==> src/rtl/acc_requant_int8_if.sv <==
// Accumulator-in / activation-out stream bundle for the requantizer.
interface acc_requant_int8_if #(
  parameter int ACC_W  = 32,
  parameter int DATA_W = 8
);
  logic                     in_valid;
  logic                     in_ready;
  logic signed [ACC_W-1:0]  in_acc;
  logic                     out_valid;
  logic                     out_ready;
  logic signed [DATA_W-1:0] out_data;
  logic                     out_last;

  modport master (output in_valid, in_acc, out_ready,
                  input  in_ready, out_valid, out_data, out_last);
  modport slave  (input  in_valid, in_acc, out_ready,
                  output in_ready, out_valid, out_data, out_last);
endinterface

==> src/rtl/acc_requant_int8.sv <==
// INT32 accumulator -> INT8 activation: scale multiply, rounding shift, zero point, ReLU, saturate.
// Capture, multiply, shift and clamp registers form one pipeline that holds as a whole on stall.
module acc_requant_int8 #(
  parameter int ACC_W   = 32,
  parameter int DATA_W  = 8,
  parameter int MULT_W  = 16,
  parameter int SHIFT_W = 6,
  parameter int VEC_LEN = 16,
  parameter int CNT_W   = 16
) (
  input  logic                     clk,
  input  logic                     rst_n,
  input  logic signed [MULT_W-1:0] cfg_mult,
  input  logic [SHIFT_W-1:0]       cfg_shift,
  input  logic signed [DATA_W-1:0] cfg_zp,
  input  logic                     cfg_relu,
  acc_requant_int8_if.slave        io,
  input  logic                     sat_clr,
  output logic [CNT_W-1:0]         sat_count,
  output logic                     busy
);
  localparam int PW     = ACC_W + MULT_W;
  localparam int IDX_W  = $clog2(VEC_LEN);
  localparam int STAGES = 3;
  localparam logic signed [PW+1:0] DMAX = (PW+2)'(2**(DATA_W-1) - 1);
  localparam logic signed [PW+1:0] DMIN = -(PW+2)'(2**(DATA_W-1));

  // Each element carries its own vector's config so mixed-vector pipeline contents stay correct.
  typedef struct packed {
    logic [ACC_W-1:0]   acc;
    logic [MULT_W-1:0]  mult;
    logic [SHIFT_W-1:0] shift;
    logic [DATA_W-1:0]  zp;
    logic               relu;
    logic               last;
  } cap_t;

  typedef struct packed {
    logic [PW-1:0]      p;
    logic [SHIFT_W-1:0] shift;
    logic [DATA_W-1:0]  zp;
    logic               relu;
    logic               last;
  } mul_t;

  typedef struct packed {
    logic [PW:0]       q;
    logic [DATA_W-1:0] zp;
    logic              relu;
    logic              last;
  } shf_t;

  logic [STAGES:0]          vld_pipe;
  logic                     stall, accept, first, sat3;
  logic [IDX_W-1:0]         cnt;
  logic [MULT_W-1:0]        sh_mult;
  logic [SHIFT_W-1:0]       sh_shift;
  logic [DATA_W-1:0]        sh_zp;
  logic                     sh_relu;
  cap_t                     s0, s0_nxt;
  mul_t                     s1, s1_nxt;
  shf_t                     s2, s2_nxt;
  logic [DATA_W-1:0]        d3, out_q;
  logic                     last_q;

  assign stall        = vld_pipe[STAGES] & ~io.out_ready;
  assign accept       = io.in_valid & ~stall;
  assign first        = (cnt == '0);
  assign io.in_ready  = ~stall;
  assign io.out_valid = vld_pipe[STAGES];
  assign io.out_data  = out_q;
  assign io.out_last  = last_q;
  assign busy         = |vld_pipe;

  // First element of a vector uses live cfg; the rest use the shadow taken at that element.
  always_comb begin
    s0_nxt.acc   = io.in_acc;
    s0_nxt.mult  = first ? cfg_mult  : sh_mult;
    s0_nxt.shift = first ? cfg_shift : sh_shift;
    s0_nxt.zp    = first ? cfg_zp    : sh_zp;
    s0_nxt.relu  = first ? cfg_relu  : sh_relu;
    s0_nxt.last  = (cnt == IDX_W'(VEC_LEN-1));
  end

  always_comb begin
    s1_nxt.p     = PW'($signed(s0.acc)) * PW'($signed(s0.mult));
    s1_nxt.shift = s0.shift;
    s1_nxt.zp    = s0.zp;
    s1_nxt.relu  = s0.relu;
    s1_nxt.last  = s0.last;
  end

  // One extra bit of headroom keeps the rounding add from overflowing.
  always_comb begin
    int                 sh;
    logic signed [PW:0] ext, half;
    sh = int'(s1.shift);
    if (sh > PW-1) sh = PW-1;
    ext  = (PW+1)'($signed(s1.p));
    half = '0;
    s2_nxt.q = ext;
    if (sh != 0) begin
      half     = (PW+1)'(1) << (sh-1);
      s2_nxt.q = (ext + half) >>> sh;
    end
    s2_nxt.zp   = s1.zp;
    s2_nxt.relu = s1.relu;
    s2_nxt.last = s1.last;
  end

  always_comb begin
    logic signed [PW:0]   qr;
    logic signed [PW+1:0] r;
    qr   = (s2.relu && s2.q[PW]) ? '0 : s2.q;
    r    = (PW+2)'(qr) + (PW+2)'($signed(s2.zp));
    sat3 = 1'b0;
    d3   = r[DATA_W-1:0];
    if (r > DMAX) begin
      d3   = {1'b0, {(DATA_W-1){1'b1}}};
      sat3 = 1'b1;
    end else if (r < DMIN) begin
      d3   = {1'b1, {(DATA_W-1){1'b0}}};
      sat3 = 1'b1;
    end
  end

  always_ff @(posedge clk or negedge rst_n) begin
    if (!rst_n) begin
      vld_pipe  <= '0;
      cnt       <= '0;
      sh_mult   <= '0;
      sh_shift  <= '0;
      sh_zp     <= '0;
      sh_relu   <= 1'b0;
      s0        <= '0;
      s1        <= '0;
      s2        <= '0;
      out_q     <= '0;
      last_q    <= 1'b0;
      sat_count <= '0;
    end else begin
      if (accept) begin
        cnt <= (cnt == IDX_W'(VEC_LEN-1)) ? '0 : cnt + 1'b1;
        if (first) begin
          sh_mult  <= cfg_mult;
          sh_shift <= cfg_shift;
          sh_zp    <= cfg_zp;
          sh_relu  <= cfg_relu;
        end
      end
      if (!stall) begin
        vld_pipe <= {vld_pipe[STAGES-1:0], accept};
        if (accept)      s0 <= s0_nxt;
        if (vld_pipe[0]) s1 <= s1_nxt;
        if (vld_pipe[1]) s2 <= s2_nxt;
        if (vld_pipe[2]) begin
          out_q  <= d3;
          last_q <= s2.last;
        end
      end
      if (sat_clr)
        sat_count <= '0;
      else if (!stall && vld_pipe[2] && sat3 && !(&sat_count))
        sat_count <= sat_count + 1'b1;
    end
  end
endmodule

==> src/flat_wrapper.sv <==
// flat-port wrapper written by rule: the top's interface ports become plain ports
module acc_requant_int8_flat 
#(
  parameter int ACC_W   = 32,
  parameter int DATA_W  = 8,
  parameter int MULT_W  = 16,
  parameter int SHIFT_W = 6,
  parameter int VEC_LEN = 16,
  parameter int CNT_W   = 16
)
  (clk, rst_n, cfg_mult, cfg_shift, cfg_zp, cfg_relu, sat_clr, sat_count, busy, io_in_valid, io_in_acc, io_out_ready, io_in_ready, io_out_valid, io_out_data, io_out_last);
  acc_requant_int8_if #(.ACC_W(ACC_W), .DATA_W(DATA_W)) io_i ();
  input  logic clk;
  input  logic rst_n;
  input  logic signed [MULT_W-1:0] cfg_mult;
  input  logic [SHIFT_W-1:0] cfg_shift;
  input  logic signed [DATA_W-1:0] cfg_zp;
  input  logic cfg_relu;
  input  logic sat_clr;
  output logic [CNT_W-1:0] sat_count;
  output logic busy;
  input wire logic [$bits(io_i.in_valid)-1:0] io_in_valid;
  input wire logic [$bits(io_i.in_acc)-1:0] io_in_acc;
  input wire logic [$bits(io_i.out_ready)-1:0] io_out_ready;
  output wire logic [$bits(io_i.in_ready)-1:0] io_in_ready;
  output wire logic [$bits(io_i.out_valid)-1:0] io_out_valid;
  output wire logic [$bits(io_i.out_data)-1:0] io_out_data;
  output wire logic [$bits(io_i.out_last)-1:0] io_out_last;
  assign io_i.in_valid = io_in_valid;
  assign io_i.in_acc = io_in_acc;
  assign io_i.out_ready = io_out_ready;
  assign io_in_ready = io_i.in_ready;
  assign io_out_valid = io_i.out_valid;
  assign io_out_data = io_i.out_data;
  assign io_out_last = io_i.out_last;
  acc_requant_int8 #(.ACC_W(ACC_W), .DATA_W(DATA_W), .MULT_W(MULT_W), .SHIFT_W(SHIFT_W), .VEC_LEN(VEC_LEN), .CNT_W(CNT_W)) u_core (.clk(clk), .rst_n(rst_n), .cfg_mult(cfg_mult), .cfg_shift(cfg_shift), .cfg_zp(cfg_zp), .cfg_relu(cfg_relu), .io(io_i), .sat_clr(sat_clr), .sat_count(sat_count), .busy(busy));
endmodule
==> config.mk <==
export PLATFORM = sky130hd
export DESIGN_NAME = acc_requant_int8_flat
export DESIGN_NICKNAME = d
export VERILOG_FILES = /design/src/rtl/acc_requant_int8_if.sv /design/src/rtl/acc_requant_int8.sv /design/src/flat_wrapper.sv
export SDC_FILE = /design/constraint.sdc
export NUM_CORES = 2
export LEC_CHECK = 0
export CAP_MARGIN = 20
export CORE_AREA = 2 2 276 278
export CTS_BUF_LIST = sky130_fd_sc_hd__clkbuf_8
export CTS_CLUSTER_DIAMETER = 50
export DETAILED_ROUTE_END_ITERATION = 12
export DIE_AREA = 0 0 278 280
export GPL_TIMING_DRIVEN = 0
export PLACE_DENSITY = 0.67
export SLEW_MARGIN = 5
export SYNTH_ARGS = -nofsm -noshare
export SYNTH_HDL_FRONTEND = slang
export SYNTH_SLANG_ARGS = --single-unit
==> constraint.sdc <==
create_clock -name clk -period 19.4 [get_ports clk]
set_clock_uncertainty 0.05 [all_clocks]
set_input_delay 3.88 -clock clk [delete_from_list [all_inputs] [get_ports clk]]
set_output_delay 3.88 -clock clk [all_outputs]
set_load 0.02 [all_outputs]
==> flow_metrics.py <==
metrics = {
    "status": {
        "outcome": "finished clean",
    },
    "global_routing": {
        "grt_use_met2_pct": 54.0,
        "use_met3_pct": 5.75,
        "grt_pass1_wl_um": 201000,
        "grt_usage_pct": 33.8,
        "grt_pass1_vias": 33500,
        "grt_max_degree": 113,
        "antenna_found_initial": 1,
        "grt_busiest_layer": "met2",
        "use_met1_pct": 45.0,
        "grt_overflow_total": 0,
    },
    "floorplan": {
        "fp.dieH_um": 280,
        "placementRows": 101,
        "die_area_um2": 77800,
        "core_area_um2": 75200,
        "die_w_um": 278,
        "pin_count": 96,
        "start_util_pct": 49.5,
    },
    "cts": {
        "cts_post_setup_buffers_inserted": 0,
        "cts.repair.resized": 0,
        "cts_buffers": 44,
        "clock_latency_ns": 0.65,
        "htree_levels": 2,
        "cts_sinks": 220,
        "hold_buffers": 0,
        "cts_tree": "yes",
        "ctsLongestPathBuffers": 3,
        "cts-root-buf": "clkbuf_8",
        "clkSlewWorstSetupHoldPaths_ns": 0.05,
    },
    "setup_path": {
        "crit_path_start_kind": "primary input",
        "cp-end-kind": "primary output",
        "critPathMaxFanout": 10,
        "path_class": "in -> out",
        "required_ns": 15.47,
        "worstPathArrival_ns": 5.64,
    },
    "timing": {
        "fmax_mhz": 105,
        "setup_viol": 0,
        "setup_tns_ns": 0,
        "maxSlewHeadroom_pct": 20.0,
        "finalCritPeriodShare_pct": 49.3,
        "maxSlewViolCount": 0,
        "rsz0062_at_grt": "false",
        "finalCriticalPeriod_ns": 9.57,
        "final-hold-violation-count": 0,
        "worstMarginPinSlew_ns": 1.19,
    },
    "logic_synthesis": {
        "ys.flop_type": "dfrtp_1",
        "ys_async_sr_fraction_pct": 100,
        "syn_nets": 5276,
        "synth-seq-cells": 220,
        "syn_avg_cell_area_um2": 8.27,
        "yosys_warnings": 0,
        "synth_edf_count": 0,
        "synthCells": 4504,
        "synth_area_um2": 37300,
        "yosysUniqueCellTypes": 110,
        "yosysSeqAreaShare_pct": 14.8,
    },
    "job": {
        "max_cap_viol_count": 0,
    },
    "placement": {
        "gp_congestion": 1.05,
        "io_buffers": 95,
        "dp_hpwl_um": 109000,
    },
    "routing": {
        "wire_per_inst_um": 23.0,
        "first_pass_iters": 6,
        "via_per_inst": 5.95,
        "drt-total-wl_um": 130000,
        "drt-initial-drc-count": 3195,
        "drc": 0,
        "ant_nets": 0,
        "vias": 33600,
    },
    "finish": {
        "nNetsFinal": 5420,
        "syn_to_final_growth_pct": 8.51,
        "layout-drive-gt1-share_pct": 5.24,
        "antenna_cells": 0,
    },
    "worst_hold_path": {
        "hp-class": "reg -> reg",
    },
}
==> logic make-up after synthesis <==
group | Yosys count | share of synthesized area [%]
AOI/OAI and AO/OA | 895 | 16.0
adders and majority gates | 704 | 33.5
muxes | 137 | 4.12
and+or+nand+nor | 1617 | 20.4
DFF | 220 | 14.8
buffers and inverters | 800 | 8.18
xor gates and xnor gates | 131 | 3.08
==> per-stage QoR <==
step / area [um2] / util (%) / cells / hold WS (ns) / setup WS, ns
floorplan: 37300 / - / 4504 / 0.383 / 11.12
global placement: 39400 / 52.4 / 5577 / 0.394 / 4.23
detailed placement: 39500 / 52.5 / 5580 / 0.402 / 9.84
CTS: 40400 / 53.8 / 5658 / 0.418 / 9.83
global route: 40400 / 53.8 / 5658 / 0.441 / 9.75
finish: 40400 / 53.8 / 5658 / 0.410 / 9.83
==> cell type report <==
class                   count  area [um2]
clock inverters            29         245
inverters                 551        2070
fillers                  7186       34800
well taps                 978        1220
plain buffers             249         977
flip-flops and latches    220        5510
clock buffers              49         674
multi-input cells        3484       28700
repair buffers             98        1030
==> metal layers <==
metal / wire length [um] / part of all wire (%)
met1: 53700 / 41
met3: 10500 / 8.1
met2: 58700 / 45
met5: 13 / 0.010
met4: 7410 / 5.7
==> path summary, 6_finish.rpt <==
kind	depth (start not counted)	end	from	slack, ns
setup / recovery	4	io_in_ready	io_out_ready	9.83
hold / removal	2	u_core.s2[8]	u_core.s1[8]	0.41
setup reg to reg	25	u_core.s1[63]	flip-flop	10.32
hold reg to reg	2	u_core.s2[8]	u_core.s1[8]	0.41
max in group asynchronous	3	u_core.cnt[0]	rst_n	14.91
min in group asynchronous	1	u_core.s1[63]	rst_n	3.12
==> layout by cell type, fill, tap and decap left out, types with 36 or more instances in the layout <==
cell             count
clkdlybuf4s50_1     94
nand3_1             71
a31oi_1             36
and2_1             237
o211ai_1            39
xor2_1              46
nand4_1             41
nor3_1              69
xnor2_1             85
fa_1               488
mux2i_1             51
a211oi_1            43
a21oi_1            219
clkbuf_1           212
dfrtp_1            219
clkbuf_8            49
inv_1              559
o21ai_0            218
nor2_1             260
nand2_1            738
a21o_1              75
mux2_2              77
ha_1               216
==> Yosys cell counts (35+ instances only) <==
cell type | n | share of area [%]
mux2i_1 | 51 | 1.4
xor2_1 | 46 | 1.1
a21oi_1 | 219 | 2.9
o211ai_1 | 39 | 0.79
a211oi_1 | 43 | 0.87
clkbuf_1 | 212 | 2.1
o21ai_0 | 218 | 2.9
nand2b_1 | 35 | 0.59
nand3_1 | 71 | 0.95
nand4_1 | 41 | 0.69
mux2_2 | 77 | 2.3
inv_1 | 548 | 5.5
xnor2_1 | 85 | 2.0
ha_1 | 216 | 7.3
nor2_1 | 260 | 2.6
nor3_1 | 69 | 0.93
a21o_1 | 75 | 1.5
dfrtp_1 | 220 | 15
nand2_1 | 738 | 7.4
and2_1 | 237 | 4.0
a31oi_1 | 36 | 0.60
fa_1 | 488 | 26
==> worst max-delay path: stages <==
cell and delay (ns):
clkdlybuf4s50_1 0.46, nand2b_1 0.14, clkbuf_1 0.45, clkdlybuf4s50_1 0.71
Power is not shown: default switching activity piles up to over one toggle a cycle in this logic, so the estimate is an artifact.
